[config.mk]
export PLATFORM = sky130hd
export DESIGN_NAME = propose_sweep_scheduler
export DESIGN_NICKNAME = d
export VERILOG_FILES = /design/src/rtl/propose_sweep_scheduler.sv
export SDC_FILE = /design/constraint.sdc
export NUM_CORES = 1
export LEC_CHECK = 0
export CORE_MARGIN = 4
export CORE_UTILIZATION = 49
export DETAILED_ROUTE_END_ITERATION = 7
export GPL_TIMING_DRIVEN = 0
export PLACE_DENSITY = 0.78
export SYNTH_ARGS = -nofsm -noshare
export SYNTH_HDL_FRONTEND = slang
export SYNTH_SLANG_ARGS = --single-unit
export TNS_END_PERCENT = 50
[constraint.sdc]
create_clock -name in_clk -period 6 [get_ports in_clk]
set_input_delay 0.9 -clock in_clk [delete_from_list [all_inputs] [get_ports in_clk]]
set_output_delay 0.9 -clock in_clk [all_outputs]
set_load 0.005 [all_outputs]
[src/rtl/propose_sweep_scheduler.sv]
// propose_sweep_scheduler: sweeps enabled variables through the propose datapath and commits each result
module propose_sweep_scheduler #(
    parameter int NUM_VARS        = 3,
    parameter int VAR_INDEX_WIDTH = 2,
    parameter int VALUE_WIDTH     = 16,
    parameter int SWEEP_WIDTH     = 16,
    parameter int TIMEOUT         = 255
) (
    input  logic                       in_clk,
    input  logic                       in_reset,
    input  logic                       in_start,
    input  logic [SWEEP_WIDTH-1:0]     in_num_sweeps,
    input  logic [NUM_VARS-1:0]        in_var_mask,
    output logic                       out_propose_enable,
    output logic [VAR_INDEX_WIDTH-1:0] out_variable_index,
    input  logic                       in_propose_done,
    input  logic [VALUE_WIDTH-1:0]     in_assignment_new,
    output logic                       out_write_enable,
    output logic [VAR_INDEX_WIDTH-1:0] out_write_index,
    output logic [VALUE_WIDTH-1:0]     out_write_data,
    output logic                       out_busy,
    output logic                       out_done,
    output logic                       out_error,
    output logic [SWEEP_WIDTH-1:0]     out_sweep_count
);
    localparam int TW = $clog2(TIMEOUT + 1);
    typedef enum logic [2:0] {IDLE, ISSUE, WAIT, COMMIT, DONE, ERROR} state_t;
    state_t                     state;
    logic [NUM_VARS-1:0]        mask;
    logic [SWEEP_WIDTH-1:0]     num_sweeps;
    logic [TW-1:0]              timer;
    logic [VAR_INDEX_WIDTH-1:0] next_idx;
    logic                       has_next;
    function automatic logic [VAR_INDEX_WIDTH-1:0] lowest(input logic [NUM_VARS-1:0] m);
        lowest = '0;
        for (int i = NUM_VARS - 1; i >= 0; i--)
            if (m[i]) lowest = VAR_INDEX_WIDTH'(i);
    endfunction
    assign out_write_index = out_variable_index;
    // find the next enabled variable above the one currently under proposal
    always_comb begin
        next_idx = '0;
        has_next = 1'b0;
        for (int i = NUM_VARS - 1; i >= 0; i--) begin
            if (mask[i] && i > int'(out_variable_index)) begin
                next_idx = VAR_INDEX_WIDTH'(i);
                has_next = 1'b1;
            end
        end
    end
    // sweep sequencer; strobes are registered alongside the state transition that implies them
    always_ff @(posedge in_clk) begin
        if (in_reset) begin
            state              <= IDLE;
            mask               <= '0;
            num_sweeps         <= '0;
            timer              <= '0;
            out_propose_enable <= 1'b0;
            out_variable_index <= '0;
            out_write_enable   <= 1'b0;
            out_write_data     <= '0;
            out_busy           <= 1'b0;
            out_done           <= 1'b0;
            out_error          <= 1'b0;
            out_sweep_count    <= '0;
        end else begin
            out_propose_enable <= 1'b0;
            out_write_enable   <= 1'b0;
            out_done           <= 1'b0;
            case (state)
                IDLE: if (in_start) begin
                    mask            <= in_var_mask;
                    num_sweeps      <= in_num_sweeps;
                    out_sweep_count <= '0;
                    if (in_num_sweeps == '0 || in_var_mask == '0) begin
                        state    <= DONE;
                        out_done <= 1'b1;
                    end else begin
                        state              <= ISSUE;
                        out_variable_index <= lowest(in_var_mask);
                        out_propose_enable <= 1'b1;
                        out_busy           <= 1'b1;
                    end
                end
                ISSUE: begin
                    state <= WAIT;
                    timer <= '0;
                end
                WAIT: if (in_propose_done) begin
                    state            <= COMMIT;
                    out_write_data   <= in_assignment_new;
                    out_write_enable <= 1'b1;
                end else if (timer == TW'(TIMEOUT - 1)) begin
                    state     <= ERROR;
                    out_busy  <= 1'b0;
                    out_error <= 1'b1;
                end else begin
                    timer <= timer + 1'b1;
                end
                COMMIT: if (has_next) begin
                    state              <= ISSUE;
                    out_variable_index <= next_idx;
                    out_propose_enable <= 1'b1;
                end else begin
                    out_sweep_count <= out_sweep_count + 1'b1;
                    if (out_sweep_count + 1'b1 == num_sweeps) begin
                        state    <= DONE;
                        out_done <= 1'b1;
                        out_busy <= 1'b0;
                    end else begin
                        state              <= ISSUE;
                        out_variable_index <= lowest(mask);
                        out_propose_enable <= 1'b1;
                    end
                end
                DONE: state <= IDLE;
                default: state <= ERROR;
            endcase
        end
    end
endmodule

==> results of run 1 <==
routing by layer:
layer,vias to the layer above,GRT usage,routed length (µm)
li1,1803,-,-
met2,104,0.399,4950
met5,-,0,0
met4,0,0.111,265
met3,22,0.0633,599
met1,1674,0.275,4210
final timing paths:
path,from,to,slack [ns]
worst min-delay path,out_write_data[9]$_SDFFE_PP0P_,out_write_data[9]$_SDFFE_PP0P_,0.46
worst max register to register,out_sweep_count[0]$_SDFFE_PP0P_,out_variable_index[1]$_SDFFE_PP0P_,3.37
worst min register to register,out_write_data[9]$_SDFFE_PP0P_,out_write_data[9]$_SDFFE_PP0P_,0.46
worst max-delay path,in_num_sweeps[12],out_variable_index[0]$_SDFFE_PP0P_,3.35
registers in the layout (all words and copies together) (netlist names):
signal,count
timer,8
out_propose_enable,1
out_write_data,16
out_busy,1
out_done,1
out_write_enable,1
mask,3
out_sweep_count,16
out_error,1
num_sweeps,16
out_variable_index,2
state,3
through the flow:
step | utilization | instances | worst slack [ns] | hold slack (ns) | area, µm²
2_1_floorplan | - | 464 | 3.71 | 0.446 | 3600
3_3_place_gp | 0.648 | 638 | 3.02 | 0.441 | 4500
3_5_place_dp | 0.648 | 638 | 3.00 | 0.447 | 4500
4_1_cts | 0.687 | 654 | 3.36 | 0.457 | 4770
5_1_grt | 0.687 | 654 | 3.06 | 0.482 | 4770
6_report | 0.687 | 654 | 3.35 | 0.457 | 4770
worst max-delay path: stages:
cell             delay (ns)
clkdlybuf4s50_1        0.51
nor4_1                 0.09
nand4_1                0.11
o31a_1                 0.26
nand2_1                0.07
a2111oi_0              0.60
a21oi_1                0.15
a211oi_1               0.22
synth_stat cells (7+ instances only):
| library cell | number | area [µm²] |
|---|---|---|
| nand2_1 | 86 | 323 |
| clkbuf_1 | 19 | 71.3 |
| or3_1 | 9 | 56.3 |
| a21oi_1 | 67 | 335 |
| inv_1 | 9 | 33.8 |
| nand4_1 | 10 | 62.6 |
| nor4_1 | 7 | 43.8 |
| nor2_1 | 38 | 143 |
| nor3_1 | 9 | 45.0 |
| xnor2_1 | 10 | 87.6 |
| nand2b_1 | 7 | 43.8 |
| a211oi_1 | 7 | 52.6 |
| nand3_1 | 14 | 70.1 |
| xor2_1 | 12 | 105 |
| o21ai_0 | 17 | 85.1 |
| dfxtp_1 | 69 | 1380 |
cell families after synthesis:
logic type	share of synthesized area
AOI/OAI and AO/OA	0.187
DFF	0.384
and+or+nand+nor	0.312
buffers and inverters	0.0449
muxes	0.00835
adders and majority gates	0.0104
xor gates and xnor gates	0.0536
area by class of cell:
| class | count | area (µm²) | share of cell area |
|---|---|---|---|
| clock buffer | 10 | 138 | 0.0289 |
| buffer | 29 | 128 | 0.0268 |
| clock inverter | 6 | 134 | 0.0281 |
| inverter | 9 | 33.8 | 0.00708 |
| sequential | 69 | 1380 | 0.290 |
| multi-input combinational | 357 | 2050 | 0.431 |
| timing repair buffer | 78 | 781 | 0.164 |
| tap | 96 | 120 | 0.0252 |
power groups by stage:
stage / registers, W / clock network, W / logic [W]
global placement: 0.000547 / 0 / 0.000346
CTS: 0.000539 / 0.000525 / 0.000354
finish: 0.000540 / 0.000522 / 0.000356
detailed placement: 0.000550 / 0 / 0.000352
floorplan: 0.000541 / 0 / 0.000228
global route: 0.000546 / 0.000548 / 0.000395
==> results.py, run 1 <==
metrics = {
    "power_and_ir_drop": {
        "switching_share": 0.301,
        "p_seq_frac": 0.381,
        "leakagePower_nw": 1.68,
        "p_switching_w": 0.000427,
        "total_power_w": 0.00142,
        "vdd_drop_max_uv": 158,
        "intPower_w": 0.000990,
        "power.density_nw_per_um2": 297,
        "p_comb_frac": 0.251,
        "clockPowerShare": 0.368,
    },
    "clock_tree": {
        "clk_latency_ns": 0.35,
        "cts-root-buf": "clkbuf_8",
        "clk_pin_slew_worst_paths_ns": 0.08,
        "holdBufCountCts": 0,
        "cts_num_sinks": 69,
        "cts_buffers": 9,
        "cts_tree": "yes",
        "ctsResizeCount": 0,
        "cts_max_path_buffers": 2,
        "cts_htree_levels": 3,
        "post_cts_buffers": 0,
    },
    "drt": {
        "ant_nets": 0,
        "viasPerCell": 5.51,
        "vias": 3603,
        "wirelength_um": 10000,
        "drc_errors": 0,
        "drt-wirelength-per-cell_um": 15.3,
        "drtPass1Iterations": 4,
        "drt_iter0_drc": 164,
    },
    "die": {
        "coreArea_um2": 6940,
        "start_util": 0.518,
        "chipWidth_um": 93.7,
        "die_area_um2": 8780,
        "die_y_um": 93.7,
        "rows": 30,
        "ios": 80,
    },
    "sta": {
        "period_share": 0.442,
        "grt_setup_unrepaired": "false",
        "fmaxAchievable_mhz": 377,
        "tns_ns": 0,
        "tightest_slew_ns": 0.645,
        "setup_viol": 0,
        "drv_slew": 0,
        "skew_ns": 0.00685,
        "period_minus_slack_ns": 2.65,
        "hold_violations": 0,
        "relSlewSlack": 0.570,
    },
    "synth": {
        "synth-edff-count": 0,
        "synthDistinctLibCells": 57,
        "synth_fp_nets": 506,
        "ys_seq_area_frac": 0.384,
        "ys_seq_elements": 69,
        "async_flop_share": 0,
        "synth_flop_cell": "dfxtp_1",
        "synth_cells": 464,
        "avgSynthCellArea_um2": 7.75,
        "syn_area_um2": 3600,
        "yosys_warnings": 0,
    },
    "finish": {
        "area_delta_synth_final_pct": 32.6,
        "drive_gt1_frac": 0.0735,
        "fillers": 568,
        "nets": 595,
        "n_antenna_cell": 0,
        "final_cell_mix": "86 x nand2_1, 78 x clkdlybuf4s50_1, 69 x dfxtp_1, 67 x a21oi_1, 38 x nor2_1",
        "layout_commonest_cell": "nand2_1",
    },
    "global_route": {
        "track_usage": 0.236,
        "grt_pass1_wl_um": 16400,
        "overflow": 0,
        "grt_max_degree": 13,
        "antenna_found_initial": 0,
        "first_global_vias": 3528,
    },
    "worst_hold_path": {
        "hold_depth": 2,
        "hold_path_class": "reg -> reg",
    },
    "worst_setup_path": {
        "worstPathRequired_ns": 6.27,
        "cp-start-kind": "input pin",
        "critical_path.max_fanout": 6,
        "cp-end-kind": "flip-flop",
        "crit_arrival_ns": 2.92,
        "critPathKind": "in -> reg",
        "reg2reg_depth": 8,
    },
    "placed_design": {
        "dpl.hpwl_um": 7510,
        "io_buffers": 78,
        "gp_congestion": 0.912,
    },
    "run": {
        "drv_cap": 0,
    },
    "run_status": {
        "status": "completed",
    },
}
(Power assumes the default switching activity.)
==> run 2: changes to the inputs <==
Settings changed: CORE_UTILIZATION 49 to 46, PLACE_DENSITY 0.78 to 0.77.
Clock period 6 ns to 2.35 ns, I/O delays scaled along.
==> results.py, run 2 (synthesized netlist as in run 1, its figures left out) <==
metrics = {
    "run_status": {
        "status": "completed",
    },
    "clock_tree": {
        "cts_tree": "yes",
        "cts-root-buf": "clkbuf_8",
        "cts_htree_levels": 3,
        "cts_buffers": 9,
        "clk_pin_slew_worst_paths_ns": 0.08,
        "cts_max_path_buffers": 2,
        "holdBufCountCts": 0,
        "clk_latency_ns": 0.35,
        "cts_num_sinks": 69,
    },
    "global_route": {
        "first_global_vias": 3487,
        "grt_pass1_wl_um": 15900,
        "grt_max_degree": 13,
        "antenna_found_initial": 0,
        "overflow": 0,
        "track_usage": 0.222,
    },
    "sta": {
        "drv_slew": 0,
        "hold_violations": 0,
        "period_share": 0.960,
        "skew_ns": 0.00941,
        "relSlewSlack": 0.491,
        "period_minus_slack_ns": 2.26,
        "fmaxAchievable_mhz": 443,
        "setup_viol": 0,
        "grt_setup_unrepaired": "false",
        "tightest_slew_ns": 0.744,
    },
    "drt": {
        "drt_iter0_drc": 234,
        "wirelength_um": 9910,
        "viasPerCell": 5.54,
        "ant_nets": 0,
        "vias": 3654,
        "drtPass1Iterations": 6,
        "drc_errors": 0,
        "drt-wirelength-per-cell_um": 15.0,
    },
    "placed_design": {
        "gp_congestion": 0.919,
        "dpl.hpwl_um": 7470,
        "io_buffers": 78,
    },
    "finish": {
        "layout_commonest_cell": "nand2_1",
        "drive_gt1_frac": 0.0980,
        "fillers": 631,
        "nets": 598,
        "n_antenna_cell": 0,
        "final_util": 0.651,
        "top_regs": "num_sweeps (16), out_sweep_count (16), out_write_data (16)",
        "final_cell_mix": "86 x nand2_1, 78 x clkdlybuf4s50_1, 67 x a21oi_1, 66 x dfxtp_1, 35 x nor2_1",
        "area_delta_synth_final_pct": 34.0,
    },
    "worst_setup_path": {
        "cp-end-kind": "flip-flop",
        "worstPathRequired_ns": 2.61,
        "critical_path.max_fanout": 6,
        "critPathKind": "in -> reg",
        "cp-start-kind": "input pin",
        "crit-reg2reg-launch": "out_sweep_count[1]$_SDFFE_PP0P_",
        "critPathLaunch": "in_num_sweeps[12]",
        "crit_arrival_ns": 2.51,
    },
    "die": {
        "rows": 31,
        "ios": 80,
        "die_area_um2": 9300,
        "start_util": 0.486,
        "die_y_um": 96.4,
        "chipWidth_um": 96.4,
        "coreArea_um2": 7410,
    },
    "power_and_ir_drop": {
        "clockPowerShare": 0.319,
        "p_switching_w": 0.00108,
        "p_seq_frac": 0.406,
        "leakagePower_nw": 1.69,
        "power.density_nw_per_um2": 706,
        "switching_share": 0.317,
        "p_comb_frac": 0.275,
        "intPower_w": 0.00232,
        "total_power_w": 0.00340,
        "vdd_drop_max_uv": 595,
    },
    "run": {
        "drv_cap": 0,
    },
    "worst_hold_path": {
        "hold_path_class": "reg -> reg",
        "min-delay-start": "out_write_data[5]$_SDFFE_PP0P_",
    },
}
## run 2: area by class of cell
class,instances,area [µm²],share of cell area
Sequential cell,69,1390,0.288
Clock buffer,10,138,0.0286
Inverter,9,33.8,0.00701
Timing Repair Buffer,82,811,0.168
Multi-Input combinational cell,357,2110,0.437
Clock inverter,6,86.3,0.0179
Buffer,28,131,0.0273
Tap cell,99,124,0.0257
## run 2: final timing paths
| path | to | slack, ns | depth (start not counted) |
|---|---|---|---|
| worst min-delay path | out_write_data[5]$_SDFFE_PP0P_ | 0.45 | 2 |
| worst min register to register | out_write_data[5]$_SDFFE_PP0P_ | 0.45 | 2 |
| worst max-delay path | out_variable_index[0]$_SDFFE_PP0P_ | 0.09 | 8 |
| worst max register to register | out_variable_index[1]$_SDFFE_PP0P_ | 0.14 | 9 |
## run 2: through the flow
| stage | setup WS, ns | cell area, µm² | instances | TNS, ns | hold slack (ns) |
|---|---|---|---|---|---|
| after floorplan | 0.0607 | 3600 | 464 | 0 | 0.446 |
| after global placement | -0.234 | 4500 | 641 | -0.567 | 0.441 |
| after detailed placement | -0.285 | 4500 | 641 | -0.879 | 0.446 |
| after CTS | 0.0148 | 4750 | 657 | 0 | 0.457 |
| after global routing | 0.00417 | 4820 | 660 | 0 | 0.473 |
| final | 0.0938 | 4820 | 660 | 0 | 0.454 |
## run 2: layer usage
metal	share of wire	vias up	GRT usage
met5	0	-	0
met4	0.025	0	0.0829
met3	0.072	23	0.0790
met2	0.50	124	0.384
met1	0.40	1701	0.250
li1	-	1806	-
## run 2: power by group through the flow
stage                     Clock, W  Combinational (W)  Sequential, W
after floorplan                  0           0.000582        0.00138
after global placement           0           0.000888        0.00140
after detailed placement         0           0.000904        0.00140
after CTS                  0.00110           0.000918        0.00138
after global routing       0.00115            0.00105        0.00139
final                      0.00109           0.000937        0.00138
## run 2: what timing repair did
item / in CTS / in global routing
setup endpoints to repair: 7 / 23
pin swaps: 2 / 6
resized for setup: 7 / 14
setup buffers: 0 / 4
## run 2: critical path: stages
cell and delay [ns]:
clkdlybuf4s50_1 0.51, nor4_1 0.09, nand4_1 0.12, o31a_1 0.26, nand2_1 0.07, a2111oi_0 0.71, a21oi_1 0.16, a211oi_1 0.22
==> run 3: changes to the inputs <==
Settings changed: MAX_ROUTING_LAYER from default to met4.
==> results.py, run 3 (synthesized netlist as in run 1, its figures left out) <==
metrics = {
    "run_status": {
        "status": "completed",
    },
    "worst_setup_path": {
        "crit_arrival_ns": 2.51,
        "critPathSlowestCell": "dfxtp_4",
        "critical_path.max_fanout": 8,
        "cp-start-kind": "flip-flop",
        "cp_slowest_stage_delay_ns": 0.41,
        "worstPathRequired_ns": 2.60,
        "critPathKind": "reg -> reg",
        "cp-end-kind": "flip-flop",
        "crit_chain": "ha_4, and3_1, buf_4, nand3_2, or3_1, a32oi_2, nand4_4, and2_4, o21a_1",
    },
    "power_and_ir_drop": {
        "p_comb_frac": 0.285,
        "power.density_nw_per_um2": 684,
        "switching_share": 0.331,
        "p_seq_frac": 0.424,
        "clockPowerShare": 0.290,
        "leakagePower_nw": 1.65,
        "intPower_w": 0.00217,
        "p_switching_w": 0.00107,
        "vdd_drop_max_uv": 387,
    },
    "global_route": {
        "grt_max_degree": 12,
        "met1_usage": 0.274,
        "met2_usage": 0.378,
        "use_met3": 0.0395,
        "track_usage": 0.229,
        "first_global_vias": 3431,
        "grt_pass1_wl_um": 16100,
        "overflow": 0,
        "antenna_found_initial": 0,
        "gr-max-usage-layer": "met2",
    },
    "drt": {
        "viasPerCell": 5.52,
        "drc_errors": 0,
        "drtPass1Iterations": 4,
        "wirelength_um": 9850,
        "drt_iter0_drc": 187,
        "ant_nets": 0,
        "drt-wirelength-per-cell_um": 15.0,
        "vias": 3624,
    },
    "sta": {
        "period_minus_slack_ns": 2.26,
        "setup_viol": 0,
        "tightest_slew_ns": 0.643,
        "skew_ns": 0.00710,
        "relSlewSlack": 0.571,
        "grt_setup_unrepaired": "true",
        "tns_ns": 0,
        "period_share": 0.962,
        "drv_slew": 0,
        "hold_violations": 0,
        "fmaxAchievable_mhz": 442,
    },
    "die": {
        "start_util": 0.486,
        "chipWidth_um": 96.4,
        "die_y_um": 96.4,
        "rows": 31,
        "die_area_um2": 9300,
        "ios": 80,
        "coreArea_um2": 7410,
    },
    "clock_tree": {
        "cts_buffers": 9,
        "cts_htree_levels": 3,
        "cts-root-buf": "clkbuf_8",
        "holdBufCountCts": 0,
        "clk_latency_ns": 0.35,
        "cts_num_sinks": 69,
        "cts_max_path_buffers": 2,
        "clk_pin_slew_worst_paths_ns": 0.07,
        "cts_tree": "yes",
    },
    "run": {
        "drv_cap": 0,
    },
    "finish": {
        "drive_gt1_frac": 0.0914,
        "n_antenna_cell": 0,
        "final_cell_mix": "86 x nand2_1, 78 x clkdlybuf4s50_1, 67 x a21oi_1, 66 x dfxtp_1, 34 x nor2_1",
        "top_regs": "num_sweeps (16), out_sweep_count (16), out_write_data (16)",
        "design_area_um2": 4740,
        "area_delta_synth_final_pct": 31.8,
        "nets": 596,
        "layout_commonest_cell": "nand2_1",
    },
    "placed_design": {
        "gp_congestion": 0.938,
        "dpl_cell_area_um2": 4500,
        "dpl.hpwl_um": 7390,
        "io_buffers": 78,
    },
    "worst_hold_path": {
        "hold_path_class": "reg -> reg",
    },
}
[run 3: changes by cell type in the layout (fill, tap and decap cells not counted), sizes merged]
cell | before | now
buf | 12 | 9
bufinv | 2 | 1
clkbuf | 30 | 31
[run 3: routing by layer]
layer	up-vias	part of all wire
met5	-	0
li1	1809	-
met4	0	0.029
met1	1686	0.43
met2	105	0.49
met3	24	0.056
[run 3: power groups by stage]
stage               registers, W  logic, W  clock network [W]
finish                   0.00138  0.000926           0.000942
global route             0.00139   0.00103           0.000993
CTS                      0.00138  0.000918           0.000951
detailed placement       0.00140  0.000906                  0
global placement         0.00140  0.000889                  0
floorplan                0.00138  0.000582                  0
[run 3: final timing paths]
path / start / endpoint / slack, ns / cells past startpoint
min: out_write_data[5]$_SDFFE_PP0P_ / out_write_data[5]$_SDFFE_PP0P_ / 0.45 / 2
min reg2reg: out_write_data[5]$_SDFFE_PP0P_ / out_write_data[5]$_SDFFE_PP0P_ / 0.45 / 2
max: out_sweep_count[0]$_SDFFE_PP0P_ / out_variable_index[1]$_SDFFE_PP0P_ / 0.09 / 9
max reg2reg: out_sweep_count[0]$_SDFFE_PP0P_ / out_variable_index[1]$_SDFFE_PP0P_ / 0.09 / 9
[run 3: through the flow]
step	worst slack (ns)	hold WS [ns]	util	instances	total power [W]
after global placement	-0.230	0.442	0.608	641	0.00229
after detailed placement	-0.274	0.447	0.608	641	0.00231
final	0.0887	0.455	0.640	657	0.00325
after CTS	0.0364	0.457	0.635	656	0.00324
after floorplan	0.0607	0.446	-	464	0.00196
after global routing	-0.0266	0.480	0.640	657	0.00342
[run 3: what timing repair did]
item                       4_1_cts  5_1_grt
pin swaps                        0        4
buffers inserted                 0        1
resized for setup                7       11
setup endpoints to repair        7       20
[run 3: cell type report]
cell class / count / area, µm²
clock inverters: 5 / 52.6
flip-flops and latches: 69 / 1390
plain buffers: 29 / 133
fillers: 646 / 2670
well taps: 99 / 124
clock buffers: 10 / 128
repair buffers: 79 / 788
multi-input cells: 357 / 2090
inverters: 9 / 33.8
[run 3: critical path, delay by kind of cell, from the launching register on]
kind                       cells  cell delay [ns]
AOI/OAI and AO/OA              2             0.48
adders and majority gates      1             0.18
and+or+nand+nor                5             0.94
DFF                            1             0.41
buffers and inverters          1             0.13
